<file path="src/rtl/spi_reg_arbiter.sv">
// Round-robin arbiter sharing one SPI slave register port among NREQ requesters.
// Each access takes IDLE(grant) -> ACCESS(one cycle) -> DONE(Ack pulse).
//
// Ports:
//   Clk, Reset            clock, synchronous active-high reset
//   Req/Req_WE            per-requester request level and write select
//   Req_Addr/Req_Wdata    packed per-requester register index / write data
//   Ack                   one-hot completion pulse in the DONE cycle
//   Rdata                 read data of the last completed read
//   Busy                  high whenever the FSM is not IDLE
//   Data_WE/Data_Addr/Data_Write/Data_Read  SPI slave register port
module spi_reg_arbiter #(
  parameter int NREQ = 3
) (
  input  logic                 Clk,
  input  logic                 Reset,
  input  logic [NREQ-1:0]      Req,
  input  logic [NREQ-1:0]      Req_WE,
  input  logic [4*NREQ-1:0]    Req_Addr,
  input  logic [32*NREQ-1:0]   Req_Wdata,
  output logic [NREQ-1:0]      Ack,
  output logic [31:0]          Rdata,
  output logic                 Busy,
  output logic                 Data_WE,
  output logic [3:0]           Data_Addr,
  output logic [31:0]          Data_Write,
  input  logic [31:0]          Data_Read
);

  localparam int IW = $clog2(NREQ);

  typedef enum logic [1:0] {
    IDLE   = 2'd0,
    ACCESS = 2'd1,
    DONE   = 2'd2
  } state_e;

  state_e          state_q, state_d;
  // gnt_q is both the last winner (round-robin pointer)
  // and the index of the transaction in flight.
  logic [IW-1:0]   gnt_q, gnt_d;
  logic            we_q, we_d;
  logic [3:0]      addr_q, addr_d;
  logic [31:0]     wdata_q, wdata_d;
  logic [31:0]     rdata_q, rdata_d;

  logic            win_found;
  logic [IW-1:0]   win_idx;
  logic [IW-1:0]   cand;
  logic            win_we;
  logic [3:0]      win_addr;
  logic [31:0]     win_wdata;

  // Round-robin scan starting one past the last winner.
  always_comb begin
    win_found = 1'b0;
    win_idx   = '0;
    cand      = gnt_q;
    for (int k = 0; k < NREQ; k++) begin
      cand = (cand == IW'(NREQ - 1)) ? '0 : cand + 1'b1;
      if (!win_found && Req[cand]) begin
        win_found = 1'b1;
        win_idx   = cand;
      end
    end
  end

  // Operand mux for the winner.
  always_comb begin
    win_we    = 1'b0;
    win_addr  = '0;
    win_wdata = '0;
    for (int i = 0; i < NREQ; i++) begin
      if (win_idx == IW'(i)) begin
        win_we    = Req_WE[i];
        win_addr  = Req_Addr[4*i +: 4];
        win_wdata = Req_Wdata[32*i +: 32];
      end
    end
  end

  // State register
  always_ff @(posedge Clk) begin
    if (Reset) state_q <= IDLE;
    else       state_q <= state_d;
  end

  // Next-state logic; the unused encoding falls back to IDLE.
  always_comb begin
    state_d = IDLE;
    unique case (state_q)
      IDLE:    state_d = win_found ? ACCESS : IDLE;
      ACCESS:  state_d = DONE;
      DONE:    state_d = IDLE;
      default: state_d = IDLE;
    endcase
  end

  // Outputs
  always_comb begin
    Busy = (state_q != IDLE);
    Ack  = '0;
    if (state_q == DONE) Ack[gnt_q] = 1'b1;
    Data_WE    = we_q;
    Data_Addr  = addr_q;
    Data_Write = wdata_q;
    Rdata      = rdata_q;
  end

  // Datapath next values
  always_comb begin
    gnt_d   = gnt_q;
    we_d    = we_q;
    addr_d  = addr_q;
    wdata_d = wdata_q;
    rdata_d = rdata_q;
    unique case (state_q)
      IDLE: begin
        if (win_found) begin
          gnt_d   = win_idx;
          we_d    = win_we;
          addr_d  = win_addr;
          wdata_d = win_wdata;
        end
      end
      ACCESS: begin
        if (!we_q) rdata_d = Data_Read;
        we_d = 1'b0;
      end
      default: we_d = 1'b0;
    endcase
  end

  always_ff @(posedge Clk) begin
    if (Reset) begin
      gnt_q   <= IW'(NREQ - 1);
      we_q    <= 1'b0;
      addr_q  <= '0;
      wdata_q <= '0;
      rdata_q <= '0;
    end else begin
      gnt_q   <= gnt_d;
      we_q    <= we_d;
      addr_q  <= addr_d;
      wdata_q <= wdata_d;
      rdata_q <= rdata_d;
    end
  end

endmodule

</file>
<file path="config.mk">
export PLATFORM = sky130hd
export DESIGN_NAME = spi_reg_arbiter
export DESIGN_NICKNAME = d
export VERILOG_FILES = /design/src/rtl/spi_reg_arbiter.sv
export SDC_FILE = /design/constraint.sdc
export NUM_CORES = 1
export LEC_CHECK = 0
export ABC_AREA = 1
export BUFFER_PORTS_ARGS = -buffer_cell sky130_fd_sc_hd__buf_2
export CAP_MARGIN = 20
export CORE_ASPECT_RATIO = 1.25
export CORE_MARGIN = 2
export CORE_UTILIZATION = 40
export CTS_CLUSTER_SIZE = 28
export DETAILED_ROUTE_END_ITERATION = 10
export HOLD_SLACK_MARGIN = 0.02
export PLACE_DENSITY_LB_ADDON = 0.05
export REMOVE_ABC_BUFFERS = 1
export SLEW_MARGIN = 5
export SYNTH_ARGS = -nofsm -noshare
export SYNTH_HDL_FRONTEND = slang
export SYNTH_SLANG_ARGS = --single-unit
</file>
<file path="constraint.sdc">
create_clock -name Clk -period 1.46 [get_ports Clk]
set_input_delay 0.292 -clock Clk [delete_from_list [all_inputs] [get_ports Clk]]
set_output_delay 0.292 -clock Clk [all_outputs]
set_load 0.01 [all_outputs]
</file>
* After elaboration in Yosys (flattened, before gate mapping) *
Cells that the tools add are included.

storage, ports and cells
  register bits after elaboration = 73
  input bits = 148
  output and inout port bits = 73
  logic and storage cells = 63

operators by class
  order comparisons = 5
  add/sub/neg operators = 3
  equality and inequality tests = 7
  multiplexer cells = 29
  reductions and logical operators = 11
  bitwise gates (word level) = 2

operators by type and width
  operator                                                               number
  32-bit two-way mux                                                     3
  2-bit by 3-bit < comparator with 1-bit output, second input constant   4
  2-bit two-way mux                                                      6
  4-bit two-way mux                                                      3
  1-bit two-way mux                                                      11
  2-bit == test, second input constant                                   5
  2-bit by 1-bit adder with 2-bit output, second input constant          3
  1-bit binary-select mux with 2-bit select                              3
  2-bit by 1-bit == test with 1-bit output, second input constant        2
  2-bit logical NOT                                                      2
  2-bit case mux with 2 select lines                                     1
  2-bit AND reduction                                                    2
  1-bit logical AND                                                      3
  3-bit two-way mux                                                      1
  1-bit demux with 2-bit select                                          1
  2-bit by 1-bit >= comparator with 1-bit output, second input constant  1
  1-bit logical NOT                                                      2
  1-bit inverter                                                         2
  2-bit nonzero test                                                     1
  2-bit OR reduction                                                     1

* Depth between registers and ports, before layout *
Gate-level depths: netlist of run 1.

  word-level depth = 15
  depth in mapped cells = 14
  gate-level depth less buffers = 12

* Worst setup path before layout of run 1 *
No wires, ideal clock.

  path type = reg2reg
  from = reg gnt_q[1]
  to = reg wdata_q[21], in the netlist Data_Write[21]
  cell stages (with the launch flop) = 14
  data required time = 1.351 ns
  period minus slack after synthesis = 1.599 ns
  path slack = -0.139 ns
  path buffers = 2
  library setup time = 0.109 ns
  arrival time = 1.490 ns
  cell sequence = dfxtp_1 buf_4 inv_2 nand2_2 nor2_2 inv_1 nand3_2 nand3_1 nand2_2 inv_2 buf_6 o21a_1 nand2_1 inv_1

on the way
  cells in the longest elaborated chain, start to end = 15
  elaborated cells between the ends (all ways) = 32
  classes of those cells = add/sub (3); eq/ne (5); mux (18); reduce/logical (6)

RTL lines
  what                                                                                             RTL line  text
  from (decl)                                                                                      41        logic [IW-1:0] gnt_q, gnt_d;
  from (signal assigned)                                                                           136       gnt_q <= IW'(NREQ - 1);
  from (signal assigned)                                                                           142       gnt_q <= gnt_d;
  2-bit by 1-bit adder with 2-bit output or 2-bit == test (tied branches)                          60        cand = (cand == IW'(NREQ - 1)) ? '0 : cand + 1'b1;
  2-bit two-way mux *                                                                              60
  parallel branches: the longest is 13 deep, another holds 2-bit by 1-bit adder with 2-bit output  n/a
  to (signal assigned)                                                                             145       wdata_q <= wdata_d;
  to (decl)                                                                                        44        logic [31:0] wdata_q, wdata_d;

Every way passes the cells marked *. The select of a mux whose other input is x is not followed.
A chain may end at the register's enable or synchronous reset.

* Worst setup path in the final report of run 1 *
  from = reg gnt_q[0]
  to = reg wdata_q[14], in the netlist Data_Write[14]

The elaborated chain is that of the path after synthesis.

==> results of run 1 <==
==> where the power goes <==
part,switching (mW),internal (mW)
Combinational,2.60,2.19
Sequential,0.284,2.54
Clock,0.818,1.41
==> metrics by stage <==
step / utilization / power [mW] / TNS, ns
floorplan: - / 5.03 / -47.87
global placement: 0.561 / 6.85 / -6.53
detailed placement: 0.561 / 6.91 / -10.87
CTS: 0.615 / 9.49 / -6.05
global route: 0.642 / 10.5 / -11.92
finish: 0.642 / 9.84 / -7.33
==> cells by family after synthesis <==
logic type             share of synthesized area
and+or+nand+nor                            0.283
buffers and inverters                      0.144
DFF                                        0.391
AOI/OAI and AO/OA                          0.183
==> path summary, 6_finish.rpt <==
path,from,endpoint,slack (ns),cells after the start
worst min-delay path,Data_Read[31],Rdata[31]$_SDFFE_PP0P_,0.24,3
worst max register to register,gnt_q[0]$_SDFFE_PP0P_,Data_Write[14]$_SDFFE_PP0P_,-0.22,12
worst min register to register,Rdata[5]$_SDFFE_PP0P_,Rdata[5]$_SDFFE_PP0P_,0.44,2
worst max-delay path,gnt_q[0]$_SDFFE_PP0P_,Data_Write[14]$_SDFFE_PP0P_,-0.22,12
==> synth_stat cells <==
master	instances	area [um^2]
nand4_1	11	68.8
buf_6	7	78.8
nor2_1	13	48.8
clkbuf_1	13	48.8
clkinv_1	1	3.75
a21oi_1	85	425
clkinv_2	1	5.00
inv_1	80	300
nor2_2	2	12.5
nor3_1	2	10.0
nand3_2	2	20.0
inv_2	2	7.51
buf_1	1	3.75
buf_4	5	37.5
nand2_4	3	33.8
o21ai_1	1	5.00
nor2_4	2	22.5
nand3_1	70	350
o21ai_0	34	170
nand2_2	3	18.8
dfxtp_1	73	1460
o21a_1	11	82.6
or3_1	1	6.26
buf_2	11	55.1
nand2_1	124	465
==> per-layer routing <==
| metal | part of all wire | up-vias | global-route usage |
|---|---|---|---|
| li1 | - | 2266 | - |
| met1 | 0.39 | 2006 | 0.258 |
| met2 | 0.51 | 215 | 0.413 |
| met3 | 0.079 | 19 | 0.0497 |
| met4 | 0.018 | 0 | 0.104 |
| met5 | 0 | - | 0 |
==> registers in the layout, summed over array words and instances, names as in the netlist <==
signal and flops:
Data_Addr 4, Data_WE 1, Data_Write 32, Rdata 32
gnt_q 2, state_q 2
==> repair_timing <==
item | 4_1_cts | 5_1_grt
resized for setup | 34 | 33
setup buffers | 4 | 5
pin swaps | 4 | 13
setup endpoints to repair | 43 | 72
cloned | 1 | 3
==> critical path, delay by kind of cell (launching register included) <==
kind,cells,cell delay (ns)
compound gates,1,0.15
flops,1,0.38
buf+inv,5,0.55
simple gates,6,0.52
==> cell type report <==
class,instances,share of cell area
clock inverter,5,0.00919
clock buffer,11,0.0432
tap,123,0.0263
sequential,73,0.251
inverter,84,0.0551
timing repair buffer,260,0.283
multi-input combinational,364,0.332
==> impl_metrics.env, run 1 <==
export IMPL_dr_first_iter_drc_count=186
export IMPL_vias=4506
export IMPL_crit_top_cell="buf_4"
export IMPL_fillerInstances=852
export IMPL_max_freq_mhz=594
export IMPL_syn_avg_cell_area_um2=6.71
export IMPL_ys_types=25
export IMPL_nets=940
export IMPL_cp_slowest_cell="dfxtp_4"
export IMPL_layout_common_cells="buf_2, nand2_1, inv_1, a21oi_1, dfxtp_1"
export IMPL_power_density_nw_per_um2=1680
export IMPL_timing_final_ws_setup_ns=-0.223
export IMPL_gp_congestion=0.791
export IMPL_dr_pass1_iters=5
export IMPL_min_period_ns=1.68
export IMPL_cts_tree="done"
export IMPL_synth_seq_cells=73
export IMPL_dpl_cell_area_um2=5120
export IMPL_p_leak_nw=3.12
export IMPL_multi_input_comb_area_um2=1940
export IMPL_overflow=0
export IMPL_fin_cells=920
export IMPL_vias_per_cell=4.90
export IMPL_drc=0
export IMPL_required_ns=1.72
export IMPL_grt_antenna_before_repair=0
export IMPL_grt_first_pass_wirelength_mm=19.0
export IMPL_fp_row_count=39
export IMPL_grt_max_degree=65
export IMPL_crit_fanout=9
export IMPL_ys_seq_area_frac=0.391
export IMPL_cp_slowest_stage_delay_ns=0.38
export IMPL_seqCellArea_um2=1470
export IMPL_hold_violations=0
export IMPL_synthCells=558
export IMPL_fin_crit_sh=1.15
export IMPL_ir_drop_v=0.000813
export IMPL_htree_num_levels=3
export IMPL_violations="setup timing"
export IMPL_tightest_slew_ns=0.337
export IMPL_clk_latency_ns=0.33
export IMPL_cp_end_kind="flip-flop"
export IMPL_rsz0062_at_grt="yes"
export IMPL_fp_coreArea_um2=9130
export IMPL_clock_path_buffers=2
export IMPL_holdBufCountCts=0
export IMPL_skew_ns=0.00753
export IMPL_crit_type="flip-flop to flip-flop"
export IMPL_max_slew_margin=0.775
export IMPL_die_area_um2=10200
export IMPL_drive_gt1_frac=0.420
export IMPL_port_buffers=220
export IMPL_final_common_cell="buf_2"
export IMPL_wl_per_cell_um=13.4
export IMPL_hold_ws_ns=0.240
export IMPL_wl_mm=12.4
export IMPL_clk_pin_slew_ns=0.06
export IMPL_hold_class="input port to flip-flop"
export IMPL_max_cap_violations=0
export IMPL_setup_viol=42
export IMPL_synth_warnings=0
export IMPL_placed_cells=891
export IMPL_slew_violations=0
export IMPL_hpwl_mm=8.69
export IMPL_grt_use_total=0.229
export IMPL_clkSinkCount=73
export IMPL_pre_cts_slack_ns=-0.321
export IMPL_start_kind="flip-flop"
export IMPL_synth_area_um2=3740
export IMPL_io_pins=221
export IMPL_crit_chain="buf_4, nand2_4, nor2_4, inv_1, nand3_2, nand3_2, nand2_4, buf_4, buf_6, buf_4, nand2_1, a21oi_2"
export IMPL_antennaDiodeCount=0
export IMPL_status="finished with violations"
export IMPL_cts_buffers=9
export IMPL_grt_pass1_vias=4150
export IMPL_arrival_ns=1.95
export IMPL_ant_nets=0
export IMPL_start_util=0.410
export IMPL_dieHeight_um=112
export IMPL_cts_root_buf="clkbuf_16"
export IMPL_area_growth_pct=56.4
export IMPL_die_w_um=90.5
export IMPL_stdcell_area_um2=5850
Note: power is estimated with default switching activity, not from simulation.
==> run 2: changes to the inputs <==
Clock period 1.46 ns to 1.4 ns, I/O delays scaled along.
==> impl_metrics.env, run 2 (synthesis results as in run 1) <==
export IMPL_wl_met3_um=867
export IMPL_drive_gt1_frac=0.408
export IMPL_hold_class="input port to flip-flop"
export IMPL_dr_pass1_iters=4
export IMPL_fin_util=0.633
export IMPL_tns_ns=-9.20
export IMPL_ir_drop_v=0.000699
export IMPL_top_layer="met4"
export IMPL_max_cap_violations=0
export IMPL_status="finished with violations"
export IMPL_slew_violations=0
export IMPL_dieHeight_um=112
export IMPL_nets=938
export IMPL_rsz0062_at_grt="yes"
export IMPL_pre_cts_slack_ns=-0.382
export IMPL_hpwl_mm=8.76
export IMPL_hold_violations=0
export IMPL_clk_pin_slew_ns=0.06
export IMPL_cts_tree="done"
export IMPL_antennaDiodeCount=0
export IMPL_overflow=0
export IMPL_grt_first_pass_wirelength_mm=19.4
export IMPL_setup_viol=42
export IMPL_wl_met1_mm=5.09
export IMPL_p_sw_mw=3.80
export IMPL_combPwrFrac=0.474
export IMPL_die_w_um=90.5
export IMPL_vias=4437
export IMPL_crit_top_cell="nand2_4"
export IMPL_clkSinkCount=73
export IMPL_min_period_ns=1.67
export IMPL_tightest_slew_ns=0.329
export IMPL_p_leak_nw=3.08
export IMPL_grt_max_degree=46
export IMPL_fin_crit_sh=1.19
export IMPL_holdBufCountCts=0
export IMPL_cp_top_family="simple AND/OR/NAND/NOR gates"
export IMPL_met2_length_mm=6.26
export IMPL_crit_fanout=6
export IMPL_switching_share=0.373
export IMPL_start_util=0.410
export IMPL_cp_buffers_inverters=3
export IMPL_required_ns=1.66
export IMPL_clock_path_buffers=2
export IMPL_io_pins=221
export IMPL_gp_congestion=0.823
export IMPL_cts_buffers=9
export IMPL_dr_first_iter_drc_count=160
export IMPL_start_kind="flip-flop"
export IMPL_violations="setup timing"
export IMPL_skew_ns=0.00395
export IMPL_port_buffers=220
export IMPL_timing_final_ws_setup_ns=-0.268
export IMPL_cp_end_kind="flip-flop"
export IMPL_grt_pass1_vias=4173
export IMPL_p_clk_frac=0.235
export IMPL_wl_per_cell_um=13.6
export IMPL_cp_slowest_cell="dfxtp_4"
export IMPL_power_density_nw_per_um2=1760
export IMPL_area_growth_pct=54.3
export IMPL_seq_power_share=0.291
export IMPL_ant_nets=0
export IMPL_drc=0
export IMPL_cp_slowest_stage_delay_ns=0.37
export IMPL_crit_type="flip-flop to flip-flop"
export IMPL_die_area_um2=10200
export IMPL_grt_use_total=0.235
export IMPL_crit_chain="buf_4, nand2_4, nor2_2, inv_1, nand3_2, nor2_4, nand2_4, nand2_8, clkbuf_16, nand2_2, nand3_1, nand2_1, a21oi_1"
export IMPL_final_common_cell="buf_2"
export IMPL_cts_root_buf="clkbuf_16"
export IMPL_max_slew_margin=0.781
export IMPL_max_freq_mhz=600
export IMPL_layout_common_cells="buf_2, nand2_1, inv_1, a21oi_1, dfxtp_1"
export IMPL_grt_antenna_before_repair=0
export IMPL_p_int_mw=6.38
export IMPL_vias_per_cell=4.83
export IMPL_arrival_ns=1.93
export IMPL_wl_mm=12.5
export IMPL_fp_row_count=39
export IMPL_clk_latency_ns=0.33
export IMPL_fp_coreArea_um2=9130
export IMPL_htree_num_levels=3
## run 2: cell type report
cell class              count  area, um^2
well taps                 123         154
multi-input cells         364        1910
flip-flops and latches     73        1470
clock buffers              13         240
repair buffers            258        1610
inverters                  84         323
clock inverters             3        65.1
fillers                   879        3350
## run 2: power by group through the flow
stage	logic [mW]	registers, mW	clock network (mW)
CTS	4.47	2.96	2.43
global route	5.32	3.03	2.52
floorplan	2.02	3.22	0
global placement	4.22	2.95	0
detailed placement	4.26	2.98	0
finish	4.83	2.97	2.39
## run 2: metrics by stage
stage / hold slack, ns / power, mW / cell area, um^2 / std cells
3_5_place_dp: 0.433 / 7.24 / 5150 / 895
4_1_cts: 0.221 / 9.86 / 5590 / 913
6_report: 0.223 / 10.2 / 5770 / 918
3_3_place_gp: 0.427 / 7.16 / 5150 / 895
5_1_grt: 0.244 / 10.9 / 5770 / 918
2_1_floorplan: 0.349 / 5.24 / 3520 / 521
## run 2: what timing repair did
item | 4_1_cts | 5_1_grt
pin swaps | 4 | 13
endpoints found under the setup margin | 47 | 47
gates cloned | 1 | 2
buffers inserted | 2 | 3
gates resized for setup | 26 | 36
## run 2: path summary, 6_finish.rpt
kind,slack [ns],from,depth (start not counted),endpoint
min,0.22,Data_Read[29],3,Rdata[29]$_SDFFE_PP0P_
min reg2reg,0.44,Rdata[31]$_SDFFE_PP0P_,2,Rdata[31]$_SDFFE_PP0P_
max,-0.27,gnt_q[0]$_SDFFE_PP0P_,13,Data_Write[3]$_SDFFE_PP0P_
max reg2reg,-0.27,gnt_q[0]$_SDFFE_PP0P_,13,Data_Write[3]$_SDFFE_PP0P_
## run 2: worst register-to-register path, delay by kind of cell (launching register included)
kind	cells	cell delay, ns
AO/OA/AOI/OAI	1	0.14
flip-flops	1	0.37
AND/OR/NAND/NOR	9	0.71
buffers and inverters	3	0.36
## run 2: layer usage
| layer | vias to the layer above | track usage |
|---|---|---|
| li1 | 2260 | - |
| met1 | 1980 | 0.271 |
| met2 | 179 | 0.422 |
| met3 | 18 | 0.0450 |
| met4 | 0 | 0.105 |
| met5 | - | 0 |
==> run 3: changes to the inputs <==
Settings changed: CORE_UTILIZATION 40 to 41, CTS_BUF_LIST set to sky130_fd_sc_hd__clkbuf_2.
==> impl_metrics.env, run 3 (synthesis results as in run 1) <==
export IMPL_status="finished with violations"
export IMPL_violations="setup timing"
export IMPL_cts_buffers=9
export IMPL_cp_slowest_stage_delay_ns=0.39
export IMPL_hold_class="input port to flip-flop"
export IMPL_grt_antenna_before_repair=0
export IMPL_max_cap_violations=0
export IMPL_min_period_ns=1.82
export IMPL_stdcell_area_um2=6610
export IMPL_dieHeight_um=111
export IMPL_power_density_nw_per_um2=1520
export IMPL_die_w_um=89.5
export IMPL_setup_viol=74
export IMPL_clk_latency_ns=0.52
export IMPL_tightest_slew_ns=0.294
export IMPL_die_area_um2=9910
export IMPL_grt_max_degree=65
export IMPL_layout_common_cells="buf_2, nand2_1, inv_1, a21oi_1, dfxtp_1"
export IMPL_required_ns=1.86
export IMPL_r2r_end="Data_Addr[3]$_SDFFE_PP0P_"
export IMPL_r2r_cells=14
export IMPL_wl_mm=14.5
export IMPL_switching_share=0.425
export IMPL_fin_crit_sh=1.30
export IMPL_clkSinkCount=73
export IMPL_vias=4840
export IMPL_io_pins=221
export IMPL_cts_root_buf="clkbuf_2"
export IMPL_cp_slowest_cell="dfxtp_4"
export IMPL_nets=990
export IMPL_crit_chain="buf_6, buf_6, nand2_4, nand2_1, nor2_2, nand3_2, nand2_2, clkinv_4, nand2_8, clkbuf_16, nand2_2, nand3_2, nand2_1, a21oi_1"
export IMPL_vias_per_cell=4.99
export IMPL_clk_pin_slew_ns=0.19
export IMPL_cp_startpoint="gnt_q[1]$_SDFFE_PP1P_"
export IMPL_cp_end_kind="flip-flop"
export IMPL_start_kind="flip-flop"
export IMPL_placed_cells=890
export IMPL_pre_cts_slack_ns=-0.359
export IMPL_p_int_mw=5.79
export IMPL_clock_path_buffers=2
export IMPL_dpl_cell_area_um2=5080
export IMPL_slew_violations=0
export IMPL_hpwl_mm=8.08
export IMPL_ir_drop_v=0.000876
export IMPL_crit_fanout=7
export IMPL_crit_type="flip-flop to flip-flop"
export IMPL_max_freq_mhz=548
export IMPL_gp_congestion=0.868
export IMPL_p_sw_mw=4.28
export IMPL_cts_tree="done"
export IMPL_fp_row_count=39
export IMPL_area_growth_pct=76.5
export IMPL_p_clk_frac=0.096
export IMPL_fin_cells=970
export IMPL_port_buffers=220
export IMPL_grt_use_total=0.237
export IMPL_start_util=0.415
export IMPL_combPwrFrac=0.610
export IMPL_grt_first_pass_wirelength_mm=18.6
export IMPL_seq_power_share=0.294
export IMPL_fp_coreArea_um2=9030
export IMPL_fillerInstances=745
export IMPL_skew_ns=0.0328
export IMPL_grt_pass1_vias=4233
export IMPL_htree_num_levels=3
export IMPL_wl_per_cell_um=15.0
export IMPL_dr_pass1_iters=4
export IMPL_ant_nets=0
export IMPL_multi_input_comb_area_um2=2280
export IMPL_seqCellArea_um2=1470
export IMPL_overflow=0
export IMPL_p_leak_nw=3.45
export IMPL_fin_util=0.732
export IMPL_final_common_cell="buf_2"
export IMPL_arrival_ns=2.29
export IMPL_rsz0062_at_grt="yes"
export IMPL_drive_gt1_frac=0.504
export IMPL_cp_endpoint="Data_Addr[3]$_SDFFE_PP0P_"
export IMPL_timing_final_ws_setup_ns=-0.424
export IMPL_hold_violations=0
export IMPL_power_mw=10.1
export IMPL_drc=0
export IMPL_reg2reg_from="gnt_q[1]$_SDFFE_PP1P_"
export IMPL_ff2ff_setup_slack_ns=-0.42
export IMPL_dr_first_iter_drc_count=199
export IMPL_max_slew_margin=0.804
export IMPL_antennaDiodeCount=0
## run 3: cell count changes in the layout (fill, tap and decap cells not counted), moves of 15 or more
cell,previous run,this run
dlygate4sd3_1,0,34
nand3_1,64,38
nand2_1,112,97
o21ai_0,29,0
nand3_2,6,32
o21ai_2,0,33
## run 3: worst min-delay path by stage
stage,slack [ns],end,start,cells past startpoint
after detailed placement,0.43,Rdata[26]$_SDFFE_PP0P_,Rdata[26]$_SDFFE_PP0P_,2
final,0.04,Rdata[5]$_SDFFE_PP0P_,Data_Read[5],3
after CTS,0.02,Rdata[12]$_SDFFE_PP0P_,Data_Read[12],3
after floorplan,0.35,Data_Addr[1]$_SDFFE_PP0P_,Reset,1
after global routing,0.02,Rdata[5]$_SDFFE_PP0P_,Data_Read[5],3
after global placement,0.43,Rdata[1]$_SDFFE_PP0P_,Rdata[1]$_SDFFE_PP0P_,2
## run 3: timing repair
| action | 4_1_cts | 5_1_grt |
|---|---|---|
| pin swaps | 7 | 36 |
| setup buffers | 12 | 4 |
| hold endpoints to repair | 31 | 3 |
| endpoints found under the setup margin | 44 | 77 |
| gates cloned | 6 | 9 |
| hold buffers | 31 | 3 |
| gates resized for setup | 75 | 129 |
## run 3: power by group through the flow
stage / Clock (mW) / Combinational (mW) / Sequential (mW)
6_report: 0.965 / 6.14 / 2.96
5_1_grt: 1.08 / 6.61 / 3.02
4_1_cts: 0.992 / 5.08 / 2.94
3_5_place_dp: 0 / 4.08 / 2.98
3_3_place_gp: 0 / 4.02 / 2.96
2_1_floorplan: 0 / 2.02 / 3.22
## run 3: layout make-up
class	instances	share of cell area
timing repair buffer	310	0.348
clock inverter	4	0.00303
sequential	73	0.223
inverter	84	0.0485
clock buffer	12	0.00909
tap	123	0.0233
multi-input combinational	364	0.345
## run 3: critical path, delay by kind of cell (launching register included)
family | cells | cell delay, ns
simple gates | 9 | 0.77
buf+inv | 4 | 0.50
flops | 1 | 0.39
compound gates | 1 | 0.14
## run 3: per-stage QoR
stage	setup TNS (ns)	hold WS, ns
6_report	-15.94	0.0398
5_1_grt	-20.97	0.0191
4_1_cts	-10.93	0.0201
3_5_place_dp	-12.26	0.433
3_3_place_gp	-10.48	0.427
2_1_floorplan	-52.19	0.349
## run 3: routing by layer
metal | GRT usage | vias to the layer above | share of wire
met4 | 0.107 | 0 | 0.027
met1 | 0.262 | 2237 | 0.37
met3 | 0.0588 | 35 | 0.072
met2 | 0.413 | 193 | 0.53
met5 | 0 | - | 0
li1 | - | 2375 | -
